[src/rtl/dct_stage_sequencer_if.sv]
// Control/status bundle between stream control and the DCT stage sequencer.
// The master side issues block requests; the slave side reports progress.
interface dct_stage_sequencer_if #(
    parameter int STAGE_W = 2,
    parameter int IDX_W   = 3,
    parameter int CNT_W   = 16
);
    logic               start;
    logic               inverse;
    logic               stall;
    logic               abort;
    logic               busy;
    logic               step_valid;
    logic [STAGE_W-1:0] stage;
    logic [IDX_W-1:0]   index;
    logic               first;
    logic               last;
    logic               mode_q;
    logic               done;
    logic [CNT_W-1:0]   blk_cnt;

    modport master (
        output start, inverse, stall, abort,
        input  busy, step_valid, stage, index,
        input  first, last, mode_q, done, blk_cnt
    );

    modport slave (
        input  start, inverse, stall, abort,
        output busy, step_valid, stage, index,
        output first, last, mode_q, done, blk_cnt
    );
endinterface

[src/rtl/dct_stage_sequencer.sv]
// Stage/index sequencer for memory-based multi-stage DCT datapaths.
// Walks NUM_STAGES x NUM_POINTS steps with optional drain gaps between stages.
module dct_stage_sequencer #(
    parameter int NUM_STAGES = 4,
    parameter int NUM_POINTS = 8,
    parameter int STAGE_W    = 2,
    parameter int IDX_W      = 3,
    parameter int DRAIN_CYC  = 2,
    parameter int CNT_W      = 16
) (
    input  logic                  clk,
    input  logic                  rst_n,
    dct_stage_sequencer_if.slave  bus
);

    localparam int DRAIN_W = (DRAIN_CYC > 1) ? $clog2(DRAIN_CYC) : 1;
    localparam logic [IDX_W-1:0]   IDX_LAST = IDX_W'(NUM_POINTS - 1);
    localparam logic [STAGE_W-1:0] STG_LAST = STAGE_W'(NUM_STAGES - 1);
    localparam logic [DRAIN_W-1:0] DRAIN_INIT =
        DRAIN_W'((DRAIN_CYC > 0) ? DRAIN_CYC - 1 : 0);

    typedef enum logic [1:0] {
        IDLE,
        RUN,
        DRAIN,
        DONE
    } state_t;

    state_t             state_q, state_d;
    logic [STAGE_W-1:0] stage_q, stage_d;
    logic [IDX_W-1:0]   index_q, index_d;
    logic               mode_r, mode_d;
    logic [DRAIN_W-1:0] drain_q, drain_d;
    logic [CNT_W-1:0]   cnt_q, cnt_d;

    logic               last_stage;
    logic [STAGE_W-1:0] stage_nxt;

    // Inverse blocks walk the stages downward, so their last stage is 0.
    assign last_stage = mode_r ? (stage_q == '0) : (stage_q == STG_LAST);
    assign stage_nxt  = mode_r ? stage_q - 1'b1 : stage_q + 1'b1;

    always_ff @(posedge clk or negedge rst_n) begin
        if (!rst_n) begin
            state_q <= IDLE;
            stage_q <= '0;
            index_q <= '0;
            mode_r  <= 1'b0;
            drain_q <= '0;
            cnt_q   <= '0;
        end else begin
            state_q <= state_d;
            stage_q <= stage_d;
            index_q <= index_d;
            mode_r  <= mode_d;
            drain_q <= drain_d;
            cnt_q   <= cnt_d;
        end
    end

    always_comb begin
        state_d = state_q;
        stage_d = stage_q;
        index_d = index_q;
        mode_d  = mode_r;
        drain_d = drain_q;
        cnt_d   = cnt_q;
        if (bus.abort) begin
            state_d = IDLE;
            stage_d = '0;
            index_d = '0;
        end else begin
            unique case (state_q)
                IDLE: begin
                    if (bus.start) begin
                        state_d = RUN;
                        mode_d  = bus.inverse;
                        index_d = '0;
                        stage_d = bus.inverse ? STG_LAST : '0;
                    end
                end
                RUN: begin
                    if (!bus.stall) begin
                        if (index_q != IDX_LAST) begin
                            index_d = index_q + 1'b1;
                        end else if (last_stage) begin
                            state_d = DONE;
                            index_d = '0;
                        end else if (DRAIN_CYC > 0) begin
                            state_d = DRAIN;
                            drain_d = DRAIN_INIT;
                        end else begin
                            stage_d = stage_nxt;
                            index_d = '0;
                        end
                    end
                end
                DRAIN: begin
                    if (drain_q == '0) begin
                        state_d = RUN;
                        stage_d = stage_nxt;
                        index_d = '0;
                    end else begin
                        drain_d = drain_q - 1'b1;
                    end
                end
                DONE: begin
                    cnt_d = cnt_q + 1'b1;
                    if (bus.start) begin
                        state_d = RUN;
                        mode_d  = bus.inverse;
                        index_d = '0;
                        stage_d = bus.inverse ? STG_LAST : '0;
                    end else begin
                        state_d = IDLE;
                        stage_d = '0;
                    end
                end
                default: begin
                    state_d = IDLE;
                end
            endcase
        end
    end

    assign bus.busy       = (state_q == RUN) || (state_q == DRAIN);
    assign bus.step_valid = (state_q == RUN) && !bus.stall;
    assign bus.first      = bus.step_valid && (index_q == '0);
    assign bus.last       = bus.step_valid && (index_q == IDX_LAST);
    assign bus.done       = (state_q == DONE);
    assign bus.stage      = stage_q;
    assign bus.index      = index_q;
    assign bus.mode_q     = mode_r;
    assign bus.blk_cnt    = cnt_q;

endmodule

[src/flat_wrapper.sv]
// flat-port wrapper written by rule: the top's interface ports become plain ports
module dct_stage_sequencer_flat 
#(
    parameter int NUM_STAGES = 4,
    parameter int NUM_POINTS = 8,
    parameter int STAGE_W    = 2,
    parameter int IDX_W      = 3,
    parameter int DRAIN_CYC  = 2,
    parameter int CNT_W      = 16
)
  (clk, rst_n, bus_start, bus_inverse, bus_stall, bus_abort, bus_busy, bus_step_valid, bus_stage, bus_index, bus_first, bus_last, bus_mode_q, bus_done, bus_blk_cnt);
  dct_stage_sequencer_if #(.STAGE_W(STAGE_W), .IDX_W(IDX_W), .CNT_W(CNT_W)) bus_i ();
  input  logic clk;
  input  logic rst_n;
  input wire logic [$bits(bus_i.start)-1:0] bus_start;
  input wire logic [$bits(bus_i.inverse)-1:0] bus_inverse;
  input wire logic [$bits(bus_i.stall)-1:0] bus_stall;
  input wire logic [$bits(bus_i.abort)-1:0] bus_abort;
  output wire logic [$bits(bus_i.busy)-1:0] bus_busy;
  output wire logic [$bits(bus_i.step_valid)-1:0] bus_step_valid;
  output wire logic [$bits(bus_i.stage)-1:0] bus_stage;
  output wire logic [$bits(bus_i.index)-1:0] bus_index;
  output wire logic [$bits(bus_i.first)-1:0] bus_first;
  output wire logic [$bits(bus_i.last)-1:0] bus_last;
  output wire logic [$bits(bus_i.mode_q)-1:0] bus_mode_q;
  output wire logic [$bits(bus_i.done)-1:0] bus_done;
  output wire logic [$bits(bus_i.blk_cnt)-1:0] bus_blk_cnt;
  assign bus_i.start = bus_start;
  assign bus_i.inverse = bus_inverse;
  assign bus_i.stall = bus_stall;
  assign bus_i.abort = bus_abort;
  assign bus_busy = bus_i.busy;
  assign bus_step_valid = bus_i.step_valid;
  assign bus_stage = bus_i.stage;
  assign bus_index = bus_i.index;
  assign bus_first = bus_i.first;
  assign bus_last = bus_i.last;
  assign bus_mode_q = bus_i.mode_q;
  assign bus_done = bus_i.done;
  assign bus_blk_cnt = bus_i.blk_cnt;
  dct_stage_sequencer #(.NUM_STAGES(NUM_STAGES), .NUM_POINTS(NUM_POINTS), .STAGE_W(STAGE_W), .IDX_W(IDX_W), .DRAIN_CYC(DRAIN_CYC), .CNT_W(CNT_W)) u_core (.clk(clk), .rst_n(rst_n), .bus(bus_i));
endmodule
[config.mk]
export PLATFORM = sky130hd
export DESIGN_NAME = dct_stage_sequencer_flat
export DESIGN_NICKNAME = d
export VERILOG_FILES = /design/src/rtl/dct_stage_sequencer_if.sv /design/src/rtl/dct_stage_sequencer.sv /design/src/flat_wrapper.sv
export SDC_FILE = /design/constraint.sdc
export NUM_CORES = 1
export LEC_CHECK = 0
export CAP_MARGIN = 20
export CORE_UTILIZATION = 44
export CTS_CLUSTER_DIAMETER = 30
export CTS_CLUSTER_SIZE = 24
export DETAILED_ROUTE_END_ITERATION = 6
export PLACE_DENSITY = 0.74
export SYNTH_ARGS = -nofsm -noshare
export SYNTH_HDL_FRONTEND = slang
export SYNTH_SLANG_ARGS = --single-unit
[constraint.sdc]
create_clock -name clk -period 1.6 [get_ports clk]
set_clock_uncertainty 0.05 [all_clocks]
set_input_delay 0.32 -clock clk [delete_from_list [all_inputs] [get_ports clk]]
set_output_delay 0.32 -clock clk [all_outputs]
set_load 0.005 [all_outputs]
Word level (Yosys, flattened, before mapping). Index checks and enable logic that the tools add are counted.

Bits in registers: 25. Latch bits: 0. RAM bits: 0. Bits in read-only memories: 0. Bits of input ports: 6. Output and inout port bits: 27. Logic and storage cells: 72. Memories: 0.

Add/sub/neg operators: 5. Multipliers: 0. Divide/modulo/power cells: 0. Order comparisons: 0. Eq/ne operators: 16. Shift-type cells: 0. Muxes and demuxes: 28. Bitwise logic cells: 1. Reductions and logical operators: 16.

Operators by type and width (count): $mux W2 (11); $mux W3 (6); $add A16 B1 Y16 const B (1); $ne A3 B3 Y1 const B (5); $pmux W3 S3 (1); $ne A2 B2 Y1 const B (4); $pmux W2 S4 (1); $reduce_and A4 Y1 (2); $mux W1 (7); $eq A2 B2 Y1 const B (3); $pmux W2 S3 (1); $reduce_and A3 Y1 (2); $reduce_and A5 Y1 (1); $logic_not A2 Y1 (2); $ne A4 B2 Y1 const B (1); $add A3 B1 Y3 const B (1); $eq A3 B3 Y1 const B (1); $logic_and A1 B1 Y1 (3); $logic_not A3 Y1 (1); $ne A3 B1 Y1 const B (1); $add A2 B1 Y2 const B (1); $eq A2 B1 Y1 const B (1); $pmux W1 S2 (1); $reduce_and A2 Y1 (1); 7 further kinds (7).

Longest topological paths before layout.
Depth after elaboration: 7. Gate-level depth with buffers: 6. Mapped depth without buffers: 6.

Least setup slack after synthesis. OpenSTA, ideal clock, no wires.

Kind: flip-flop to flip-flop. Start: register u_core.index_q[0], in the netlist u_core.bus.index[0]. End: register u_core.state_q[0]. Library setup time: 0.104 ns. Arrival time: 1.390 ns. Data required time: 1.446 ns. Slack: 0.056 ns. Stages on the path, launching flop included: 6. Path buffers: 0. Period minus slack after synthesis: 1.544 ns. Cell sequence: dfrtp_1 > ha_1 > ha_1 > o2111ai_1 > a211oi_1 > a221oi_1.

Longest elaborated chain between the ends: 3.

Ends and longest elaborated chain: start: declaration (line dct_stage_sequencer.sv:31) `logic [IDX_W-1:0] index_q, index_d;`; start signal: assignment (line dct_stage_sequencer.sv:54) `index_q <= index_d;`; $ne A3 B3 Y1 (line dct_stage_sequencer.sv:84) `if (index_q != IDX_LAST) begin`; $ne A3 B3 Y1 (no source line); $reduce_and A4 Y1 (no source line); end signal: assignment (line dct_stage_sequencer.sv:52) `state_q <= state_d;`; end: declaration (line dct_stage_sequencer.sv:29) `state_t state_q, state_d;`.

No other way between the ends. A chain may end at the register's enable or synchronous reset.

Worst setup path in the final report.
Start: register u_core.state_q[0]. End: output bus_first.

Longest elaborated chain between the ends: 3.

Ends and longest elaborated chain: $eq A2 B1 Y1 (line dct_stage_sequencer.sv:127) `assign bus.step_valid = (state_q == RUN) && !bus.stall;`; $logic_and A1 B1 Y1 (line dct_stage_sequencer.sv:127); $logic_and A1 B1 Y1 (line dct_stage_sequencer.sv:128) `assign bus.first = bus.step_valid && (index_q == '0);`; end: declaration (line flat_wrapper.sv:23) `output wire logic [$bits(bus_i.first)-1:0] bus_first;`.

No other way between the ends.

==> flow_summary.yaml <==
clock_network:
  cts_sinks: 25
  cts_buffers: 3
  cts_buffer_depth: 2
  cts_tree: "yes"
  cts_root_buf: "clkbuf_4"
  clk_latency_ns: 0.34
  cts_hold_buf: 0
  cts.clk_slew.worst_paths_ns: 0.15
  htreeDepth: 1
global_routing:
  grtUsageTotal_pct: 24.1
  antenna_found_initial: 0
  grt_max_degree: 26
  grt_pass1_vias: 1418
  overflow: 0
  grt_pass1_wl_um: 6240
place:
  port_buffers: 32
  dp.cells: 239
  gp_congestion: 0.883
  hpwl_um: 2360
worst_setup_path:
  path_buf_inv: 2
  arrival_ns: 1.49
  worstPathMaxFanout: 3
  r2r_cells: 9
  crit_type: "flip-flop to output port"
  critical-path-max-stage-delay_ns: 0.47
  cp_data_required_time_ns: 1.23
  r2r_end: "u_core.state_q[1]$_DFFE_PN0P_"
  r2r_start: "u_core.state_q[0]$_DFFE_PN0P_"
  cpLargestDelayFamily: "flip-flops"
  regToRegSetupSlack_ns: -0.21
  crit_chain: "ha_4 > nor2b_4 > buf_6 > and3_1 > buf_2"
  crit_end: "bus_first"
  slowest_stage: "dfrtp_1"
  cp.depth: 5
  startpoint: "u_core.state_q[0]$_DFFE_PN0P_"
  end_kind: "output port"
  start_kind: "flip-flop"
route:
  drt-total-wl_um: 4570
  antenna_left: 0
  drc: 0
  drt_iter0_drc: 49
  dr.pass1.iters: 4
  vias: 1417
  via_per_inst: 5.31
  wl_per_cell_um: 17.1
synth:
  avgSynthCellArea_um2: 10.6
  seq_area_frac_synth_pct: 45.1
  async_flop_share_pct: 100
  synth_ff_type: "dfrtp_1"
  syn_area_mm2: 0.00139
  ys_ff_latch: 25
  synth-edff-count: 0
  syn_nets: 148
  yosysWarnings: 0
  ys_types: 39
  netlist_instances: 131
power_and_ir_drop:
  vdd_drop_max_uv: 894
  leakage_nw: 1.40
  powerDensity_mw_per_mm2: 1090
  p_total_w: 0.00270
floorplanning:
  coreArea_mm2: 0.00303
  start_util_pct: 45.8
  die_height_um: 58.1
  die_area_mm2: 0.00338
  row_count: 20
  fp.dieW_um: 58.1
  io_pins: 33
cells_and_area:
  syn_to_final_growth_pct: 78.7
  antennaDiodeCount: 0
  layoutNonFillerInstCount: 267
  drive_gt1_share_pct: 44.4
  final_nets: 241
timing:
  max_freq_ghz: 0.538
  slew-limit-headroom_pct: 78.5
  finalSetupViolations: 21
  worstMarginPinSlew_ns: 0.323
  setup_ws_ns: -0.259
  finalMaxSlewViolations: 0
  min_period_over_period_pct: 116
  hold_viol_final: 0
  min_period_ns: 1.86
  rsz0062_at_grt: "yes"
status:
  status: "finished with violations"
  violations: "setup timing"
flow_run:
  cap_violations: 0
min_path:
  hold_class: "input pin to asynchronous set/reset pin"
metal layers:
layer | GRT usage, % | wire length, um
met5 | 0 | 0
met3 | 2.90 | 136
met1 | 30.2 | 1830
met4 | 10.9 | 186
met2 | 41.5 | 2420
cells in the mapped netlist, types with 2 or more instances:
cell / n / area (um2)
nor3_2: 2 / 20.0
xnor2_1: 11 / 96.3
nand4_1: 5 / 31.3
nand3b_1: 2 / 15.0
and4_1: 2 / 17.5
and3_1: 2 / 12.5
nand2_1: 8 / 30.0
ha_1: 11 / 138
a31oi_1: 2 / 12.5
mux2i_1: 3 / 30.0
nor3b_1: 2 / 15.0
nand3_1: 8 / 40.0
xor2_1: 5 / 43.8
inv_1: 9 / 33.8
o21ai_0: 3 / 15.0
o21ai_1: 2 / 10.0
mux2_2: 2 / 22.5
nor2_1: 4 / 15.0
nor2b_1: 4 / 25.0
dfrtp_1: 25 / 626
how the worst min path moves through the flow:
stage                                             from                                  to  slack, ns
finish                                           rst_n  u_core.bus.blk_cnt[15]$_DFFE_PN0P_       0.26
detailed placement  u_core.bus.blk_cnt[15]$_DFFE_PN0P_  u_core.bus.blk_cnt[15]$_DFFE_PN0P_       0.41
global route                                     rst_n     u_core.bus.stage[1]$_DFFE_PN0P_       0.27
floorplan                                        rst_n   u_core.bus.blk_cnt[0]$_DFFE_PN0P_      -0.03
global placement    u_core.bus.blk_cnt[15]$_DFFE_PN0P_  u_core.bus.blk_cnt[15]$_DFFE_PN0P_       0.41
CTS                                              rst_n  u_core.bus.blk_cnt[15]$_DFFE_PN0P_       0.29
cell type report:
cell class | instances | area (um2)
clock buffer | 3 | 22.5
sequential | 25 | 626
multi-input combinational | 95 | 935
clock inverter | 1 | 7.51
timing repair buffer | 89 | 790
tap | 44 | 55.1
fill | 171 | 551
inverter | 10 | 42.5
sequential cells by signal (all words and copies together) (netlist names):
signal              cells
u_core.state_q          2
u_core.bus.mode_q       1
u_core.bus.index        3
u_core.bus.stage        2
u_core.bus.blk_cnt     16
u_core.drain_q          1
placed cells by master (no fill, tap or decap), drive strengths merged, types with 2 or more instances in the layout:
| cell | n |
|---|---|
| mux2 | 2 |
| buf | 61 |
| nand4 | 5 |
| nor3 | 3 |
| inv | 10 |
| mux2i | 3 |
| nor2b | 4 |
| clkbuf | 4 |
| nand3 | 8 |
| xor2 | 5 |
| dlymetal6s2s | 14 |
| nor2 | 4 |
| nand2 | 8 |
| a31oi | 2 |
| ha | 11 |
| clkdlybuf4s50 | 7 |
| nand3b | 2 |
| dlygate4sd2 | 6 |
| dfrtp | 25 |
| o21ai | 5 |
| and4 | 2 |
| nor3b | 2 |
| xnor2 | 11 |
| and3 | 2 |
cell families (layout without fill, tap and decap cells):
kind of cell	after synthesis	in the layout	share of synthesized area, %
AOI/OAI and AO/OA	17	17	8.57
xor gates and xnor gates	16	16	10.1
adders and majority gates	11	11	9.93
buffers and inverters	11	103	3.07
DFF	25	25	45.1
muxes	5	5	3.79
and+or+nand+nor	46	46	19.4
repair_timing:
item,4_1_cts,5_1_grt
pin swaps,7,15
setup buffers,21,4
setup endpoints to repair,41,37
resized for setup,58,35
gates cloned,0,0
endpoints found under the hold margin,0,0
through the flow:
stage / setup TNS [ns] / cell area, um2 / util [%] / setup slack, ns / hold slack (ns)
5_1_grt: -4.71 / 2480 / 81.8 / -0.325 / 0.274
3_3_place_gp: -2.59 / 2000 / 66.2 / -0.366 / 0.410
6_report: -2.55 / 2480 / 81.8 / -0.259 / 0.263
2_1_floorplan: 0 / 1390 / - / 0.0559 / -0.0256
4_1_cts: -0.877 / 2340 / 77.1 / -0.248 / 0.289
3_5_place_dp: -3.44 / 2000 / 66.2 / -0.411 / 0.414
where the power goes:
part	switching, W	total (W)	leakage (nW)	internal [W]
sequential	0.0000619	0.000779	0.337	0.000717
combinational	0.000748	0.00161	1.05	0.000860
clock	0.000217	0.000313	0.0139	0.0000962
total	0.00103	0.00270	1.40	0.00167
(Power assumes the default switching activity.)
